<file path="src/rtl/stopwatch_ctrl.sv">
// stopwatch_ctrl: run/pause/clear/adjust sequencer and digit scan.
// Optional lap hold feature: define STOPWATCH_LAP_EN.
module stopwatch_ctrl #(
    parameter int unsigned SCAN_DIV  = 250000,
    parameter int unsigned BLINK_DIV = 10000000
) (
    input  logic       clk,
    input  logic       rst,
    input  logic       tick_1hz,
    input  logic       tick_2hz,
    input  logic       pause_btn,
    input  logic       clr_btn,
    input  logic       lap_btn,
    input  logic       sw_adjust,
    input  logic       sw_sel,
    output logic       cnt_inc,
    output logic [1:0] cnt_field,
    output logic       cnt_clr,
    output logic       running,
    output logic [1:0] digit_sel,
    output logic [3:0] an,
    output logic       disp_hold
);

    localparam int SW = (SCAN_DIV > 1) ? $clog2(SCAN_DIV) : 1;
    localparam int BW = (BLINK_DIV > 1) ? $clog2(BLINK_DIV) : 1;

    typedef enum logic [1:0] {
        S_RUN,
        S_PAUSED,
        S_ADJ_SEC,
        S_ADJ_MIN
    } state_t;

    state_t        state, state_n;
    logic          resume, resume_n;
    logic          blink_phase, blink_n;
    logic [SW-1:0] scan_cnt, scan_n;
    logic [BW-1:0] blink_cnt, blink_cnt_n;
    logic          pause_prev, clr_prev;
    logic          pause_edge, clr_edge;
    logic          in_adj, enter_adj;
    logic          inc_n;
    logic [1:0]    field_n;
    logic [1:0]    dig_n;
    logic          blanked;
    logic [3:0]    an_n;
    logic          hold_n;

    assign pause_edge = pause_btn & ~pause_prev;
    assign clr_edge   = clr_btn & ~clr_prev;
    assign in_adj     = (state == S_ADJ_SEC) || (state == S_ADJ_MIN);
    assign enter_adj  = !in_adj &&
                        ((state_n == S_ADJ_SEC) || (state_n == S_ADJ_MIN));

    // Mode transitions: clear beats adjust beats pause.
    always_comb begin
        state_n  = state;
        resume_n = resume;
        if (clr_edge) begin
            state_n  = S_PAUSED;
            resume_n = 1'b0;
        end else if (sw_adjust) begin
            if (!in_adj) resume_n = (state == S_RUN);
            state_n = sw_sel ? S_ADJ_SEC : S_ADJ_MIN;
        end else if (in_adj) begin
            state_n = resume ? S_RUN : S_PAUSED;
        end else if (pause_edge) begin
            state_n = (state == S_RUN) ? S_PAUSED : S_RUN;
        end
    end

    // Increment strobe follows the current mode; a clear drops the tick.
    always_comb begin
        inc_n   = 1'b0;
        field_n = cnt_field;
        unique case (state)
            S_RUN: if (tick_1hz) begin
                inc_n   = 1'b1;
                field_n = 2'b00;
            end
            S_ADJ_SEC: if (tick_2hz) begin
                inc_n   = 1'b1;
                field_n = 2'b01;
            end
            S_ADJ_MIN: if (tick_2hz) begin
                inc_n   = 1'b1;
                field_n = 2'b10;
            end
            default: ;
        endcase
        if (clr_edge) begin
            inc_n   = 1'b0;
            field_n = cnt_field;
        end
    end

    // Scan and blink timebases; anodes use the updated digit and mode.
    always_comb begin
        scan_n      = scan_cnt + SW'(1);
        dig_n       = digit_sel;
        blink_cnt_n = blink_cnt + BW'(1);
        blink_n     = blink_phase;
        if (scan_cnt == SW'(SCAN_DIV - 1)) begin
            scan_n = '0;
            dig_n  = digit_sel + 2'd1;
        end
        if (blink_cnt == BW'(BLINK_DIV - 1)) begin
            blink_cnt_n = '0;
            blink_n     = ~blink_phase;
        end
        blanked = 1'b0;
        if (!blink_n) begin
            if (state_n == S_ADJ_SEC) blanked = !dig_n[1];
            if (state_n == S_ADJ_MIN) blanked = dig_n[1];
        end
        an_n = blanked ? 4'b1111 : ~(4'b0001 << dig_n);
    end

`ifdef STOPWATCH_LAP_EN
    logic lap_prev;
    logic lap_edge;
    assign lap_edge = lap_btn & ~lap_prev;

    // Lap toggles the display hold; clear or entering adjust releases it.
    always_comb begin
        hold_n = disp_hold ^ lap_edge;
        if (clr_edge || enter_adj) hold_n = 1'b0;
    end

    // Lap button edge-detect register.
    always_ff @(posedge clk) begin
        lap_prev <= lap_btn;
    end
`else
    logic lap_unused;
    logic adj_unused;
    assign lap_unused = lap_btn;
    assign adj_unused = enter_adj;

    // Without the lap feature the display never holds.
    always_comb begin
        hold_n = 1'b0;
    end
`endif

    // State, counters and registered outputs.
    always_ff @(posedge clk) begin
        pause_prev <= pause_btn;
        clr_prev   <= clr_btn;
        if (rst) begin
            state       <= S_PAUSED;
            resume      <= 1'b0;
            blink_phase <= 1'b1;
            scan_cnt    <= '0;
            blink_cnt   <= '0;
            cnt_inc     <= 1'b0;
            cnt_field   <= 2'b00;
            cnt_clr     <= 1'b0;
            running     <= 1'b0;
            digit_sel   <= 2'd0;
            an          <= 4'b1111;
            disp_hold   <= 1'b0;
        end else begin
            state       <= state_n;
            resume      <= resume_n;
            blink_phase <= blink_n;
            scan_cnt    <= scan_n;
            blink_cnt   <= blink_cnt_n;
            cnt_inc     <= inc_n;
            cnt_field   <= field_n;
            cnt_clr     <= clr_edge;
            running     <= (state_n == S_RUN);
            digit_sel   <= dig_n;
            an          <= an_n;
            disp_hold   <= hold_n;
        end
    end

endmodule

</file>
<file path="config.mk">
export PLATFORM = sky130hd
export DESIGN_NAME = stopwatch_ctrl
export DESIGN_NICKNAME = d
export VERILOG_FILES = /design/src/rtl/stopwatch_ctrl.sv
export SDC_FILE = /design/constraint.sdc
export NUM_CORES = 1
export LEC_CHECK = 0
export ABC_AREA = 1
export BUFFER_PORTS_ARGS = -buffer_cell sky130_fd_sc_hd__buf_2
export CELL_PAD_IN_SITES_DETAIL_PLACEMENT = 0
export CELL_PAD_IN_SITES_GLOBAL_PLACEMENT = 2
export CORE_MARGIN = 4
export CORE_UTILIZATION = 33
export DETAILED_ROUTE_END_ITERATION = 6
export GPL_ROUTABILITY_DRIVEN = 0
export PLACE_DENSITY_LB_ADDON = 0.1
export SETUP_SLACK_MARGIN = 0.15
export SLEW_MARGIN = 20
export SYNTH_ARGS = -nofsm -noshare
export SYNTH_HDL_FRONTEND = slang
export SYNTH_SLANG_ARGS = --single-unit
</file>
<file path="constraint.sdc">
create_clock -name clk -period 1.7 [get_ports clk]
set_input_delay 0.34 -clock clk [delete_from_list [all_inputs] [get_ports clk]]
set_output_delay 0.34 -clock clk [all_outputs]
set_load 0.05 [all_outputs]
</file>
### After elaboration in Yosys (flattened, before gate mapping)

Index checks and enable logic that the tools add are counted.

* bits in registers: 59
* bits in latches: 0
* bits in writable memories: 0
* memory bits (read-only): 0
* bits of input ports: 9
* output and inout port bits: 12
* logic and storage cells: 65
* memories kept: 0

* add/subtract/negate cells: 3
* multiply operators: 0
* div/mod/pow operators: 0
* $lt $le $gt $ge: 0
* equality and inequality tests: 9
* shifts and indexed selects: 1
* muxes and demuxes: 19
* bitwise logic cells: 8
* reduce and logical (&&, ||, !) cells: 12

Operators by type and width (count)
* $add 24x1->24 const B: 1
* $eq 24x24->1 const B: 1
* $add 18x1->18 const B: 1
* $eq 18x18->1 const B: 1
* $mux 2: 8
* $reduce_or 2->1: 5
* $mux 1: 9
* $eq 2x2->1 const B: 4
* $ne 2x2->1 const B: 3
* $pmux 2 s3: 1
* $not 1->1: 5
* $reduce_and 5->1: 1
* $logic_not 2->1: 2
* $not 4->4: 1
* $shl 1x2->4 const A: 1
* $reduce_bool 3->1: 1
* $add 2x1->2 const B: 1
* $and 1x1->1: 2
* $pmux 1 s2: 1
* $reduce_and 2->1: 1
* $logic_not 1->1: 1
* $logic_or 1x1->1: 1

### Depth between registers and ports, before layout

* depth after elaboration: 11
* gate-level depth with buffers: 12
* depth with buffers taken out: 12

### Worst setup path before layout

Ideal clock, no wire load.

* kind: register to register
* start point: reg scan_cnt[0]
* end point: reg an[1]
* setup time: 0.117 ns
* arrival: 1.376 ns
* data required time: 1.583 ns
* path slack: 0.207 ns
* cell stages (with the launch flop): 13
* path buffers: 0
* period minus slack after synthesis: 1.493 ns
* path through: dfxtp_1 -> ha_1 -> nand2_1 -> inv_1 -> nand2_1 -> nor2_1 -> nand3_1 -> nand2_1 -> nand2_1 -> nand2_1 -> nand2_1 -> nand2_1 -> nand2_1

* word-level cells in the longest chain between the ends: 7
* elaborated cells between the ends (all ways): 9
* those cells by class: eq/ne (1); shift (1); mux (4); bitwise (1); reduce/logical (2)

RTL lines
* from (decl): RTL line 38 `logic [SW-1:0] scan_cnt, scan_n;`
* from (signal assigned): RTL line 168 `scan_cnt <= scan_n;`
* $eq 18x18->1 (*): RTL line 104 `if (scan_cnt == SW'(SCAN_DIV - 1)) begin`
* $mux 2 (*): RTL line 104
* $logic_not 1->1: RTL line 114 `if (state_n == S_ADJ_SEC) blanked = !dig_n[1];`
* $mux 1: RTL line 114
* $mux 1: RTL line 115 `if (state_n == S_ADJ_MIN) blanked = dig_n[1];`
* $mux 1: RTL line 113 `if (!blink_n) begin`
* $reduce_or 2->1 (no source line)
* to (signal assigned): RTL line 175 `an <= an_n;`
* to (decl): RTL line 21 `output logic [3:0] an,`

Mark *: on every way between the ends. The rest lies on a longest branch, timed or not.
A chain may end at the register's enable or synchronous reset.

### Worst setup path in the final report

* start point: reg scan_cnt[0]
* end point: reg an[2]

The elaborated chain is that of the path after synthesis.

==> impl_metrics.py <==
metrics = {
    "setup_path": {
        "worstPathRequired_ns": 1.93,
        "crit_path_end_kind": "register",
        "crit_path_start_kind": "register",
        "cp_common_cell": "nand2_1",
        "reg2regPathDepth": 10,
        "path_cells": "ha_2 -> nand2_1 -> inv_2 -> nand2_4 -> nor2_4 -> nand4_1 -> nand2_2 -> nand2_1 -> nor2_1 -> nand2_1",
        "critPathMaxFanout": 3,
        "rrSetupSlack_ns": 0.22,
        "crit_type": "register to register",
        "crit_end": "an[2]",
        "max_stage_delay_ns": 0.33,
        "arrival_ns": 1.71,
        "timing.rr.start": "scan_cnt[0]",
        "startpoint": "scan_cnt[0]",
        "cp_slowest_cell": "dfxtp_2",
        "worstReg2RegEnd": "an[2]",
    },
    "drt": {
        "drc_errors": 0,
        "vias": 2731,
        "avgRoutedWirePerCell_um": 12.5,
        "drt_iter0_drc": 120,
        "ant_nets": 0,
        "drt-pass1-iter-count": 4,
        "drt-total-wl_um": 7150,
        "via_per_inst": 4.77,
    },
    "placed_design": {
        "hpwl_um": 5340,
        "dp.cells": 552,
        "io_buffers": 18,
    },
    "grt": {
        "met1_usage": 0.218,
        "met2_usage": 0.212,
        "grt_pass1_wl_um": 12100,
        "grtUsageTotal": 0.149,
        "busiest_layer": "met1",
        "grt_overflow": 0,
        "grt_start_max_net_pins": 25,
        "grt_pass1_vias": 2549,
        "antenna_found_initial": 0,
        "grtUsageMet3": 0.0365,
    },
    "synth": {
        "synth_most_common_cell": "nand2_1",
        "synth_mux_area_frac": 0,
        "yosysWarnings": 0,
        "synth-adder-area-share": 0.00870,
        "synth_edf_count": 0,
        "ys_async_sr_fraction": 0,
        "synth_cell_types": 31,
        "synth_top_family_by_area": "simple AND/OR/NAND/NOR gates",
        "ys_seq_elements": 59,
        "synth_xor_area_frac": 0.0305,
        "yosysSeqAreaShare": 0.411,
        "yosysTopAreaCell": "dfxtp_1",
        "yosysTopAreaCellShare": 0.411,
        "yosys-top-cells-area": "dfxtp_1 41%, nand2_1 14%, nor2_1 8.1%, inv_1 6.3%, a21oi_1 5.2%",
        "netlist_top_cells_count": "106 x nand2_1, 62 x nor2_1, 59 x dfxtp_1, 48 x inv_1, 30 x a21oi_1",
        "synth_compound_area_frac": 0.0670,
        "ys.flop_type": "dfxtp_1",
        "syn_nets": 433,
        "postSynthCellCount": 422,
        "syn_area_sq_mm": 0.00288,
        "syn_avg_cell_area_sq_um": 6.81,
        "synth-simple-area-share": 0.403,
    },
    "run_status": {
        "status": "finished clean",
    },
    "cts": {
        "cts_tree": "done",
        "path_clk_slew_ns": 0.07,
        "cts_root_buf": "clkbuf_8",
        "htree_levels": 3,
        "cts_buffer_depth": 2,
        "hold_buffers": 0,
        "clock_sinks": 59,
        "insertion_delay_ns": 0.34,
        "cts_buffers": 9,
    },
    "cells_and_area": {
        "area_delta_synth_final_pct": 25.2,
        "drive_above_1_share": 0.220,
        "nets": 474,
        "fill_cells": 888,
        "final_cells": 573,
        "diodes": 0,
    },
    "floorplan": {
        "die_x_um": 101,
        "dieArea_sq_mm": 0.0103,
        "fp.coreArea_sq_mm": 0.00834,
        "io_pins": 21,
        "initial_utilization": 0.345,
        "rows": 33,
        "die_h_um": 101,
    },
    "sta": {
        "post-route-period-util": 0.870,
        "drv_slew": 0,
        "whs_ns": 0.112,
        "rsz0062_at_grt": "yes",
        "finalSetupViolCount": 0,
        "fmax_ghz": 0.676,
        "finClkSkew_ns": 0.00687,
        "hold_viol_final": 0,
        "period_minus_slack_ns": 1.48,
        "tns_ns": 0,
    },
    "pwr": {
        "power.density_mw_per_mm2": 842,
        "total_leakage_power_nw": 1.37,
        "vdd_drop_max_v": 0.000438,
        "finalPower_mw": 3.03,
    },
    "job": {
        "maxCapViolCount": 0,
    },
    "hold_path": {
        "hold_path_class": "input pin to register",
    },
}
==> how the worst min path moves through the flow <==
stage               cells past startpoint  slack [ns]      endpoint         start
floorplan                               0        0.37      clr_prev       clr_btn
global placement                        1        0.43  blink_cnt[0]  blink_cnt[0]
detailed placement                      1        0.45  blink_cnt[0]  blink_cnt[0]
CTS                                     1        0.09      clr_prev       clr_btn
global route                            1        0.11      clr_prev       clr_btn
finish                                  1        0.11      clr_prev       clr_btn
==> per-layer routing <==
metal  share of wire  vias to the layer above
met3           0.040                       11
met5               0                        -
li1                -                     1449
met1            0.52                     1217
met4           0.017                        0
met2            0.42                       54
==> placed cells by master, fill, tap and decap left out, types with 2 or more instances in the layout <==
master,n
dfxtp_2,8
nand2_4,2
nand3_2,3
or2_2,3
bufinv_16,2
clkinvlp_4,2
xor2_1,9
nor3b_1,4
nor3_2,5
nand3_1,18
buf_2,18
nor2_2,6
nand3_4,2
buf_12,2
nand2_2,7
nor2_4,6
nor2_1,53
o21ai_0,7
inv_2,6
or2_0,2
buf_4,15
nand2_1,98
inv_1,47
a21oi_1,30
nand4_1,20
nor3_1,16
dfxtp_1,51
clkbuf_8,10
nand3b_1,5
==> layout make-up <==
type                            instances  area, sq um  area share
Multi-Input combinational cell        305         1610       0.447
Sequential cell                        59         1190       0.331
Timing Repair Buffer                   35          243      0.0674
Inverter                               53          199      0.0553
Clock buffer                           10          138      0.0382
Tap cell                              105          131      0.0365
Clock inverter                          6         88.8      0.0247
==> registers in the layout (all words and copies together), names as in the netlist, 2 cells and up <==
signal     count
an             4
scan_cnt      18
state          2
blink_cnt     24
digit_sel      2
cnt_field      2
==> repair_timing <==
item,in CTS,in global routing
endpoints found under the hold margin,0,0
setup buffers,2,3
setup endpoints to repair,22,48
gates resized for setup,15,30
pin swaps,9,12
==> critical path, delay by kind of cell, from the launching register on <==
kind                     cells  cell delay, ns
adder cells (fa/ha/maj)      1            0.17
buffers and inverters        1            0.09
flip-flops                   1            0.33
AND/OR/NAND/NOR              8            0.79
==> where the power goes <==
part           switching (mW)  leakage, nW  internal (mW)  total [mW]
Sequential             0.0173        0.482           1.41        1.42
Clock                   0.591        0.108          0.864        1.46
Combinational          0.0963        0.777         0.0551       0.151
Total                   0.704         1.37           2.33        3.03
==> through the flow <==
stage	worst slack [ns]	instance area (sq um)	utilization
2_1_floorplan	0.207	2880	-
3_3_place_gp	0.0878	3190	0.382
3_5_place_dp	0.0411	3190	0.382
4_1_cts	0.158	3470	0.416
5_1_grt	0.105	3600	0.432
6_report	0.220	3600	0.432
==> logic make-up (layout without fill, tap and decap cells) <==
family                     after synthesis  count (layout)
DFF                                     59              59
adders and majority gates                2               2
buffers and inverters                   58             104
and+or+nand+nor                        254             254
xor gates and xnor gates                10              10
other                                    1               1
AOI/OAI and AO/OA                       38              38
Note: power is estimated with default switching activity, not from simulation.
